===== src/rtl/sargantana_icache_pkg.sv =====
// Shared geometry and controller state encoding for the Sargantana instruction cache.
package sargantana_icache_pkg;

    localparam int unsigned ICACHE_N_WAY     = 4;
    localparam int unsigned ICACHE_IDX_WIDTH = 6;
    localparam int unsigned ICACHE_TAG_WIDTH = 20;

    typedef enum logic [2:0] {
        IDLE,
        COMPARE,
        MISS_REQ,
        MISS_WAIT,
        FILL,
        REPLAY,
        FLUSH
    } ictrl_state_t;

endpackage


===== src/rtl/sargantana_icache_replace.sv =====
// Victim way selection: lowest-index invalid way, else a round-robin pointer
// that advances on each fill that consumed it.
module sargantana_icache_replace
    import sargantana_icache_pkg::*;
#(
    parameter int unsigned N_WAY = ICACHE_N_WAY
) (
    input  logic             clk_i,
    input  logic             rst_i,
    input  logic [N_WAY-1:0] valid_bits_i,
    input  logic             update_i,
    input  logic             clear_i,
    output logic [N_WAY-1:0] victim_o,
    output logic             use_rr_o
);

    localparam int unsigned PW = (N_WAY > 1) ? $clog2(N_WAY) : 1;

    logic [PW-1:0] rr_q;
    logic          found;

    always_ff @(posedge clk_i or posedge rst_i) begin
        if (rst_i) begin
            rr_q <= '0;
        end else if (clear_i) begin
            rr_q <= '0;
        end else if (update_i) begin
            rr_q <= rr_q + PW'(1);
        end
    end

    always_comb begin
        victim_o = '0;
        found    = 1'b0;
        for (int unsigned i = 0; i < N_WAY; i++) begin
            if (!found && !valid_bits_i[i]) begin
                victim_o[i] = 1'b1;
                found       = 1'b1;
            end
        end
        use_rr_o = &valid_bits_i;
        if (use_rr_o) begin
            victim_o = N_WAY'(1) << rr_q;
        end
    end

endmodule


===== src/rtl/sargantana_icache_ctrl.sv =====
// Instruction cache sequencing controller: lookup, miss refill, replay and
// whole-cache invalidation.
module sargantana_icache_ctrl
    import sargantana_icache_pkg::*;
(
    input  logic                        clk_i,
    input  logic                        rst_i,
    input  logic                        req_valid_i,
    output logic                        req_ready_o,
    input  logic [ICACHE_IDX_WIDTH-1:0] req_idx_i,
    input  logic                        kill_i,
    input  logic                        paddr_valid_i,
    input  logic [ICACHE_TAG_WIDTH-1:0] paddr_tag_i,
    input  logic [ICACHE_N_WAY-1:0]     cline_hit_i,
    input  logic [ICACHE_N_WAY-1:0]     way_valid_bits_i,
    output logic                        cmp_enable_o,
    output logic                        ram_req_o,
    output logic                        ram_we_o,
    output logic [ICACHE_IDX_WIDTH-1:0] ram_idx_o,
    output logic [ICACHE_N_WAY-1:0]     ram_way_o,
    output logic                        valid_clr_o,
    output logic                        ifill_req_valid_o,
    input  logic                        ifill_req_ready_i,
    output logic [ICACHE_TAG_WIDTH-1:0] ifill_req_tag_o,
    input  logic                        ifill_resp_valid_i,
    output logic                        resp_valid_o,
    input  logic                        flush_i,
    output logic                        flush_done_o
);

    ictrl_state_t                state_q;
    logic [ICACHE_IDX_WIDTH-1:0] idx_q;
    logic [ICACHE_IDX_WIDTH-1:0] flush_cnt_q;
    logic [ICACHE_TAG_WIDTH-1:0] tag_q;
    logic [ICACHE_N_WAY-1:0]     victim_q;
    logic [ICACHE_N_WAY-1:0]     victim;
    logic                        use_rr;
    logic                        rr_used_q;
    logic                        killed_q;
    logic                        flush_pend_q;
    logic                        flush_req;
    logic                        hit;
    logic                        accept;
    logic                        rr_update;
    logic                        rr_clear;

    assign flush_req       = flush_pend_q | flush_i;
    assign hit             = |cline_hit_i;
    assign rr_update       = (state_q == FILL) && rr_used_q;
    assign rr_clear        = (state_q == FLUSH);
    assign ifill_req_tag_o = tag_q;

    sargantana_icache_replace #(
        .N_WAY(ICACHE_N_WAY)
    ) u_replace (
        .clk_i       (clk_i),
        .rst_i       (rst_i),
        .valid_bits_i(way_valid_bits_i),
        .update_i    (rr_update),
        .clear_i     (rr_clear),
        .victim_o    (victim),
        .use_rr_o    (use_rr)
    );

    always_comb begin
        req_ready_o       = 1'b0;
        cmp_enable_o      = 1'b0;
        ram_req_o         = 1'b0;
        ram_we_o          = 1'b0;
        ram_idx_o         = idx_q;
        ram_way_o         = '0;
        valid_clr_o       = 1'b0;
        ifill_req_valid_o = 1'b0;
        resp_valid_o      = 1'b0;
        flush_done_o      = 1'b0;
        case (state_q)
            IDLE:      req_ready_o = !kill_i && !flush_req;
            COMPARE: begin
                cmp_enable_o = 1'b1;
                if (!kill_i && paddr_valid_i && hit) begin
                    resp_valid_o = 1'b1;
                    req_ready_o  = 1'b1;
                end
            end
            MISS_REQ:  ifill_req_valid_o = 1'b1;
            FILL: begin
                ram_we_o  = 1'b1;
                ram_way_o = victim_q;
            end
            REPLAY:    ram_req_o = 1'b1;
            FLUSH: begin
                valid_clr_o  = 1'b1;
                ram_idx_o    = flush_cnt_q;
                flush_done_o = &flush_cnt_q;
            end
            default: ;
        endcase
        // A fresh lookup reads the RAM in the same cycle it is accepted.
        accept = req_valid_i && req_ready_o;
        if (accept) begin
            ram_req_o = 1'b1;
            ram_idx_o = req_idx_i;
        end
    end

    always_ff @(posedge clk_i or posedge rst_i) begin
        if (rst_i) begin
            state_q      <= IDLE;
            idx_q        <= '0;
            flush_cnt_q  <= '0;
            tag_q        <= '0;
            victim_q     <= '0;
            rr_used_q    <= 1'b0;
            killed_q     <= 1'b0;
            flush_pend_q <= 1'b0;
        end else begin
            flush_pend_q <= (state_q == IDLE) ? 1'b0 : flush_req;
            if (accept) begin
                idx_q <= req_idx_i;
            end
            case (state_q)
                IDLE: begin
                    if (flush_req) begin
                        state_q     <= FLUSH;
                        flush_cnt_q <= '0;
                    end else if (accept) begin
                        state_q <= COMPARE;
                    end
                end
                COMPARE: begin
                    if (kill_i) begin
                        state_q <= IDLE;
                    end else if (paddr_valid_i) begin
                        if (hit) begin
                            state_q <= accept ? COMPARE : IDLE;
                        end else begin
                            tag_q     <= paddr_tag_i;
                            victim_q  <= victim;
                            rr_used_q <= use_rr;
                            state_q   <= MISS_REQ;
                        end
                    end
                end
                MISS_REQ: begin
                    // A kill coinciding with the handshake cannot retract the
                    // refill, so it is handled like a kill while waiting.
                    if (ifill_req_ready_i) begin
                        state_q  <= MISS_WAIT;
                        killed_q <= kill_i;
                    end else if (kill_i) begin
                        state_q <= IDLE;
                    end
                end
                MISS_WAIT: begin
                    if (kill_i) begin
                        killed_q <= 1'b1;
                    end
                    if (ifill_resp_valid_i) begin
                        state_q <= FILL;
                    end
                end
                FILL: begin
                    state_q  <= (killed_q || kill_i) ? IDLE : REPLAY;
                    killed_q <= 1'b0;
                end
                REPLAY:  state_q <= kill_i ? IDLE : COMPARE;
                FLUSH: begin
                    flush_cnt_q <= flush_cnt_q + ICACHE_IDX_WIDTH'(1);
                    if (&flush_cnt_q) begin
                        state_q <= IDLE;
                    end
                end
                default: state_q <= IDLE;
            endcase
        end
    end

endmodule


===== config.mk =====
export PLATFORM = sky130hd
export DESIGN_NAME = sargantana_icache_ctrl
export DESIGN_NICKNAME = d
export VERILOG_FILES = /design/src/rtl/sargantana_icache_pkg.sv /design/src/rtl/sargantana_icache_replace.sv /design/src/rtl/sargantana_icache_ctrl.sv
export SDC_FILE = /design/constraint.sdc
export NUM_CORES = 1
export LEC_CHECK = 0
export CAP_MARGIN = 0
export CORE_UTILIZATION = 45
export CTS_BUF_LIST = sky130_fd_sc_hd__clkbuf_4 sky130_fd_sc_hd__clkbuf_8
export CTS_CLUSTER_DIAMETER = 150
export DETAILED_ROUTE_END_ITERATION = 16
export GPL_TIMING_DRIVEN = 0
export HOLD_SLACK_MARGIN = 0.06
export PLACE_DENSITY = 0.91
export SYNTH_ARGS = -nofsm -noshare
export SYNTH_HDL_FRONTEND = slang
export SYNTH_SLANG_ARGS = --single-unit

===== constraint.sdc =====
create_clock -name clk_i -period 6 [get_ports clk_i]
set_input_delay 1.2 -clock clk_i [delete_from_list [all_inputs] [get_ports clk_i]]
set_output_delay 1.2 -clock clk_i [all_outputs]
set_load 0.005 [all_outputs]

# ---- After elaboration in Yosys (flattened, before gate mapping)
# Index checks and enable logic that the tools add are counted.
dict set report totals {
  regBits 44
  input_bits 42
  out_inout_bits 38
  word_cells 97
}
dict set report classes {
  add_sub_neg 2
  eq_ne 14
  shift 1
  muxes 41
  bitwise 3
  n_reduce_logical 27
}
# op n
set op_table {}
lappend op_table {{3-bit 2-to-1 mux} 9}
lappend op_table {{3-bit case mux with 7 select lines} 1}
lappend op_table {{1-bit 2-to-1 mux} 20}
lappend op_table {{6-bit 2-to-1 mux} 3}
lappend op_table {{6-bit case mux with 2 select lines} 1}
lappend op_table {{3-bit == test, second input constant} 3}
lappend op_table {{3-bit != test, second input constant} 3}
lappend op_table {{1-bit logical AND} 8}
lappend op_table {{4-bit 2-to-1 mux} 2}
lappend op_table {{2-bit != test, second input constant} 4}
lappend op_table {{4-bit AND reduction} 2}
lappend op_table {{1-bit logical NOT} 7}
lappend op_table {{6-bit by 1-bit adder with 6-bit output, second input constant} 1}
lappend op_table {{3-bit by 2-bit == test with 1-bit output, second input constant} 2}
lappend op_table {{2-bit 2-to-1 mux} 3}
lappend op_table {{6-bit AND reduction} 1}
lappend op_table {{5-bit AND reduction} 1}
lappend op_table {{2-bit nonzero test} 2}
lappend op_table {{4-bit OR reduction} 1}
lappend op_table {{1-bit by 2-bit left shift with 4-bit output, first input constant} 1}
lappend op_table {{3-bit by 1-bit == test with 1-bit output, second input constant} 1}
lappend op_table {{3-bit logical NOT} 1}
lappend op_table {{1-bit case mux with 3 select lines} 1}
lappend op_table {{3-bit AND reduction} 1}
lappend op_table {{8 further kinds} 9}

# ---- Depth between registers and ports, before layout
# Gate-level depths: netlist of run 1.
dict set report logic_depth {
  word_depth 11
  depth_mapped 7
  depth_no_buf 6
}

# ---- Modules after synthesis
# Synthesis of run 1 repeated with hierarchy kept, for this count alone.
dict set report hier_totals {
  cells_unflattened 214
  hier_area_um2 2381.0
}
# mod instances cells_each area_each_um2 seq_area_each_um2
set by_module_without_submodules {}
lappend by_module_without_submodules {sargantana_icache_ctrl 1 189 2188.3 1051.0}
lappend by_module_without_submodules {sargantana_icache_replace 1 25 192.7 50.0}

# ---- Least setup slack after synthesis of run 1
# No wires, ideal clock.
dict set report synth_path {
  kind {input port to output port}
  startpoint {input flush_i}
  endpoint {output ram_idx_o[0]}
  arrival_time_ps 2417
  required_ps 4800
  slack_ps 2383
  cell_stages 5
  path_buffers 1
  path_cell_list {or4_4 > o32ai_2 > nand2_2 > buf_6 > mux2_4}
}
dict set report synth_between {
  elab_chain_len 6
}
# item line
set synth_rtl {}
lappend synth_rtl {{start: declaration} sargantana_icache_ctrl.sv:27} ;# input logic flush_i,
lappend synth_rtl {{1-bit OR} sargantana_icache_ctrl.sv:47} ;# assign flush_req = flush_pend_q | flush_i;
lappend synth_rtl {{1-bit logical NOT} sargantana_icache_ctrl.sv:77} ;# IDLE: req_ready_o = !kill_i && !flush_req;
lappend synth_rtl {{1-bit logical AND} sargantana_icache_ctrl.sv:77}
lappend synth_rtl {{1-bit case mux with 2 select lines} sargantana_icache_ctrl.sv:76} ;# case (state_q)
lappend synth_rtl {{1-bit logical AND} sargantana_icache_ctrl.sv:99} ;# accept = req_valid_i && req_ready_o;
lappend synth_rtl {{6-bit 2-to-1 mux} sargantana_icache_ctrl.sv:100} ;# if (accept) begin
lappend synth_rtl {{end: declaration} sargantana_icache_ctrl.sv:19} ;# output logic [ICACHE_IDX_WIDTH-1:0] ram_idx_o,
# Every way passes these cells.

# ---- Worst setup path after layout of run 1
dict set report layout_path {
  startpoint {input flush_i}
  endpoint {output ram_idx_o[4]}
}
# Same word-level chain as after synthesis.

==> flow_metrics.env, run 1 <==
export IMPL_outcome="finished, final reports clean"
export IMPL_n_antenna_cell=0
export IMPL_fin_skew_ps=4.70
export IMPL_hold_buffers=0
export IMPL_path_common_cell="clkdlybuf4s50_1"
export IMPL_p_total_mw=1.10
export IMPL_fin_hold_ws_ps=483
export IMPL_yosysSeqAreaShare=0.471
export IMPL_final_common_cell="clkdlybuf4s50_1"
export IMPL_drt_initial_drc_count=119
export IMPL_remaining_drc_errors=0
export IMPL_cp_top_family="buffers and inverters"
export IMPL_area_delta_synth_final_pct=42.3
export IMPL_cp_slowest_cell="or4_4"
export IMPL_detail_route_wl_per_cell_um=15.0
export IMPL_tritoncts="built"
export IMPL_synth_compound_area_frac=0.102
export IMPL_synthXorXnorAreaFrac=0.00375
export IMPL_cap_violations=0
export IMPL_yosysWarnings=0
export IMPL_max_stage_delay_ps=520
export IMPL_crit_fanout=10
export IMPL_worstSetupPathType="input port to output port"
export IMPL_synthCells=208
export IMPL_grt_overflow_total=0
export IMPL_synth_async_reset_ratio=1.00
export IMPL_drive_above_1_share=0.210
export IMPL_synth_cell_types=47
export IMPL_vias=1942
export IMPL_final_nets=341
export IMPL_arrival_ps=3480
export IMPL_hold_path_class="register to register"
export IMPL_final_max_slew_viol_count=0
export IMPL_portBuffers=78
export IMPL_cellLeakagePower_nw=1.50
export IMPL_max_slew_margin=0.623
export IMPL_synth_top_flop_cell="dfrtp_1"
export IMPL_tns_ps=0
export IMPL_period_share=0.781
export IMPL_insertion_delay_ps=290
export IMPL_chipHeight_um=74.1
export IMPL_cts_setup_buffers=0
export IMPL_wirelength_um=5420
export IMPL_io_pins=80
export IMPL_ctsHtreeMaxLevel=2
export IMPL_dieArea_um2=5490
export IMPL_grt_pass1_vias=1902
export IMPL_path_cells="clkdlybuf4s50_1 -> or4_4 -> o32ai_2 -> nand2_2 -> buf_6 -> mux2_4 -> clkdlybuf4s50_1"
export IMPL_antenna_found_initial=0
export IMPL_cts_sinks=44
export IMPL_fp_dieW_um=74.1
export IMPL_final_cell_mix="clkdlybuf4s50_1 (78), dfrtp_1 (44), mux2_2 (31), nor2_1 (15), nand2_1 (14)"
export IMPL_design_core_area_um2=4850
export IMPL_synth_edf_count=0
export IMPL_synth_seq_cells=44
export IMPL_row_count=25
export IMPL_worstMarginPinSlew_ps=565
export IMPL_synth_simple_gate_area_frac=0.148
export IMPL_drt_pass1_iterations=4
export IMPL_vdd_drop_max_v=0.000200
export IMPL_synthesis_area_um2=2340
export IMPL_grt_max_degree=25
export IMPL_grt_setup_unrepaired="false"
export IMPL_start_util=0.482
export IMPL_setup_viol=0
export IMPL_cp_data_required_time_ps=4800
export IMPL_syn_nets=255
export IMPL_clockBufferDepth=2
export IMPL_power_density_nw_per_um2=332
export IMPL_grt_pass1_wl_um=8700
export IMPL_numCtsBuffers=5
export IMPL_cts_resized_gates=0
export IMPL_end_kind="output port"
export IMPL_avgSynthCellArea_um2=11.2
export IMPL_synth_adder_area_share=0.0268
export IMPL_finalHoldViolCount=0
export IMPL_grt_usage=0.210
export IMPL_ant_nets=0
export IMPL_synth_top_family_by_area="multiplexers"
export IMPL_cts_root_buffer="clkbuf_8"
export IMPL_viasPerCell=5.36
export IMPL_synthMuxAreaShare=0.211
export IMPL_fmax_mhz=213
export IMPL_hpwl_um=4000
export IMPL_worstSetupStartpointType="input port"
export IMPL_gp_congestion=0.920
export IMPL_critical_path_buf_inv_count=3
export IMPL_min_period_ps=4680
export IMPL_cts_clk_slew_worst_paths_ps=80
## registers in the layout, indices dropped and copies added (netlist names)
register and flops:
flush_cnt_q 6, idx_q 6, rr_used_q 1, u_replace.rr_q 2
killed_q 1, victim_q 4, flush_pend_q 1, ifill_req_tag_o 20
state_q 3
## cell type report
| cell class | count | area (um^2) |
|---|---|---|
| fill | 366 | 1520 |
| clock buffer | 8 | 97.6 |
| buffer | 12 | 65.1 |
| sequential | 44 | 1100 |
| multi-input combinational | 146 | 1150 |
| timing repair buffer | 79 | 808 |
| inverter | 6 | 22.5 |
| tap | 67 | 83.8 |
## path summary, 6_finish.rpt
check | startpoint | to | slack [ps] | depth (start not counted)
min in group asynchronous | rst_i | ifill_req_tag_o[3] | 1240 | 2
min reg2reg | victim_q[2] | victim_q[2] | 480 | 2
min | victim_q[2] | victim_q[2] | 480 | 2
max | flush_i | ram_idx_o[4] | 1320 | 7
max in group asynchronous | rst_i | ifill_req_tag_o[8] | 4290 | 3
max reg2reg | state_q[0] | state_q[0] | 4020 | 5
## synthesized netlist by cell type (2+ instances only)
cell      number  area [um^2]
a21oi_1        6         30.0
ha_1           5         62.6
nand2_1       14         52.6
buf_6          2         22.5
mux2_4         9          135
clkbuf_1       6         22.5
and2_1         2         12.5
o31ai_1        3         22.5
nor4_1         2         12.5
nand4_1        2         12.5
nand3_1        3         15.0
mux2_2        31          349
buf_2          4         20.0
nor2b_1        3         18.8
a31oi_1        3         18.8
nand3b_1       4         30.0
nor2_1        15         56.3
inv_1          5         18.8
and3_1         6         37.5
o21ai_0       10         50.1
dfrtp_1       44         1100
o21bai_1       2         15.0
nor3_1         3         15.0
## power by group
group / internal (mW) / switching (mW)
clock network: 0.103 / 0.0967
logic: 0.289 / 0.212
registers: 0.357 / 0.0454
## metal layers
metal | GRT usage | part of all wire | vias up
met5 | 0 | 0 | -
met4 | 0.0662 | 0.011 | 0
met3 | 0.0786 | 0.084 | 7
met2 | 0.345 | 0.47 | 81
met1 | 0.256 | 0.44 | 926
li1 | - | - | 928
## worst reg2reg max path: stages (launching register included)
cell and delay [ps]:
dfrtp_1 380, buf_2 220, nand3b_1 250, a41oi_1 110, nor4_1 530, mux2_2 390
## through the flow
stage | cells | worst slack, ps | area [um^2] | utilization
after floorplan | 208 | 2380 | 2340 | -
after global placement | 353 | 1330 | 3200 | 0.661
after detailed placement | 354 | 1340 | 3230 | 0.666
after CTS | 362 | 1330 | 3330 | 0.686
after global routing | 362 | 1280 | 3330 | 0.686
final | 362 | 1320 | 3330 | 0.686
## logic make-up (layout without fill, tap and decap cells)
family | after synthesis | in the layout
and+or+nand+nor | 64 | 64
DFF | 44 | 44
muxes | 41 | 41
AOI/OAI and AO/OA | 35 | 35
buffers and inverters | 18 | 105
adders and majority gates | 5 | 5
xor gates and xnor gates | 1 | 1
Note: power is estimated with default switching activity, not from simulation.
==> run 2, diff against run 1 <==
- CORE_UTILIZATION: 45 -> 42
- PLACE_DENSITY: 0.91 -> 0.9
- clock period: 6 -> 4.21 ns (I/O delays scaled with it)
==> flow_metrics.env, run 2 (synthesis results as in run 1) <==
export IMPL_outcome="finished, final reports clean"
export IMPL_hold_path_class="register to register"
export IMPL_ant_nets=0
export IMPL_p_total_mw=1.53
export IMPL_viasPerCell=5.35
export IMPL_grt_overflow_total=0
export IMPL_worstSetupStartpointType="input port"
export IMPL_r2r_end="idx_q[0]"
export IMPL_finalWorstSetupSlack_ps=252
export IMPL_drt_pass1_iterations=4
export IMPL_design_core_area_um2=5240
export IMPL_final_cell_mix="clkdlybuf4s50_1 (78), dfrtp_1 (44), mux2_2 (31), nor2_1 (15), nand2_1 (14)"
export IMPL_largest_reg_flops=20
export IMPL_cp_slowest_cell="or4_4"
export IMPL_met1_usage=0.231
export IMPL_hpwl_um=3920
export IMPL_cp_top_family="buffers and inverters"
export IMPL_path_cells="clkdlybuf4s50_1 -> or4_4 -> o32ai_2 -> nand2_2 -> buf_6 -> mux2_4 -> clkdlybuf4s50_1"
export IMPL_tns_ps=0
export IMPL_crit_fanout=10
export IMPL_detail_route_wl_per_cell_um=14.3
export IMPL_insertion_delay_ps=300
export IMPL_max_stage_delay_ps=530
export IMPL_fin_skew_ps=11.4
export IMPL_cts_clk_slew_worst_paths_ps=80
export IMPL_worst_r2r_startpoint="state_q[1]"
export IMPL_wirelength_um=5200
export IMPL_cts_setup_buffers=0
export IMPL_row_count=26
export IMPL_r2r_setup_slack_ps=2230
export IMPL_min_period_ps=3960
export IMPL_tritoncts="built"
export IMPL_placed_cell_area_um2=3230
export IMPL_drt_initial_drc_count=125
export IMPL_fmax_mhz=253
export IMPL_grt_pass1_wl_um=8800
export IMPL_cap_violations=0
export IMPL_ctsHtreeMaxLevel=2
export IMPL_reg2reg_depth=6
export IMPL_hp_start="victim_q[1]"
export IMPL_antenna_found_initial=0
export IMPL_grt_pass1_vias=1943
export IMPL_start_util=0.446
export IMPL_vias=1948
export IMPL_cts_sinks=44
export IMPL_grt_setup_unrepaired="false"
export IMPL_drive_above_1_share=0.207
export IMPL_clockBufferDepth=2
export IMPL_grt_usage=0.191
export IMPL_path_common_cell="clkdlybuf4s50_1"
export IMPL_power_density_nw_per_um2=464
export IMPL_fin_util=0.632
export IMPL_hold_buffers=0
export IMPL_final_area_um2=3310
export IMPL_vdd_drop_max_v=0.000209
export IMPL_fin_hold_ws_ps=477
export IMPL_critical_path_buf_inv_count=3
export IMPL_cts_resized_gates=0
export IMPL_placed_cells=357
export IMPL_use_met2=0.322
export IMPL_gp_congestion=0.850
export IMPL_hold_end="victim_q[1]"
export IMPL_grt_max_degree=26
export IMPL_period_share=0.940
export IMPL_end_kind="output port"
export IMPL_final_cell_count_no_fill=364
export IMPL_pre_cts_ws_ps=265
export IMPL_n_antenna_cell=0
export IMPL_arrival_ps=3120
export IMPL_chipHeight_um=76.6
export IMPL_setup_viol=0
export IMPL_remaining_drc_errors=0
export IMPL_numCtsBuffers=5
export IMPL_cp_data_required_time_ps=3370
export IMPL_final_nets=341
export IMPL_grt_busiest_layer="met2"
export IMPL_worstSetupPathType="input port to output port"
export IMPL_area_delta_synth_final_pct=41.5
export IMPL_portBuffers=78
export IMPL_min_path_cells=2
export IMPL_dieArea_um2=5870
export IMPL_finalHoldViolCount=0
export IMPL_max_slew_margin=0.611
export IMPL_cts_root_buffer="clkbuf_8"
export IMPL_io_pins=80
export IMPL_final_max_slew_viol_count=0
export IMPL_met3_usage=0.0479
export IMPL_worstMarginPinSlew_ps=583
export IMPL_cellLeakagePower_nw=1.48
export IMPL_fp_dieW_um=76.6
export IMPL_final_common_cell="clkdlybuf4s50_1"
==> run 2: changes by cell type in the layout (fill, tap and decap cells not counted), sizes merged <==
cell,change
clkbuf,-2
clkinv,+1
==> run 2: report_power, final <==
group / switching [mW] / internal (mW) / total, mW
Sequential: 0.0636 / 0.509 / 0.573
Clock: 0.140 / 0.119 / 0.259
Combinational: 0.291 / 0.411 / 0.702
==> run 2: worst register-to-register path, stage by stage (launching register included) <==
cell	delay, ps
dfrtp_1	380
buf_6	130
or4_4	530
o32ai_2	180
nand2_2	150
buf_6	190
mux2_4	300
==> run 2: per-layer routing <==
metal / vias up / part of all wire
met5: - / 0
met4: 0 / 0.017
met3: 9 / 0.051
li1: 922 / -
met2: 58 / 0.50
met1: 959 / 0.43
==> run 2: layout make-up <==
class	instances	area (um^2)
clock inverter	1	5.00
fill	444	1930
clock buffer	6	76.3
tap	70	87.6
buffer	12	65.1
timing repair buffer	79	801
inverter	6	22.5
sequential	44	1100
multi-input combinational	146	1150
==> run 2: worst max path at each step <==
| stage | slack (ps) | start | depth (start not counted) | endpoint |
|---|---|---|---|---|
| 3_3_place_gp | 300 | flush_i | 7 | ram_idx_o[3] |
| 5_1_grt | 190 | flush_i | 7 | ram_idx_o[2] |
| 6_report | 250 | flush_i | 7 | ram_idx_o[3] |
| 2_1_floorplan | 1310 | flush_i | 5 | ram_idx_o[0] |
| 3_5_place_dp | 270 | flush_i | 7 | ram_idx_o[3] |
| 4_1_cts | 260 | flush_i | 7 | ram_idx_o[3] |
==> run 3, diff against run 2 <==
- SETUP_SLACK_MARGIN: unset -> 0.1
==> results of run 3 <==
No change in the layout: final DEF, timing and power equal those of run 2.
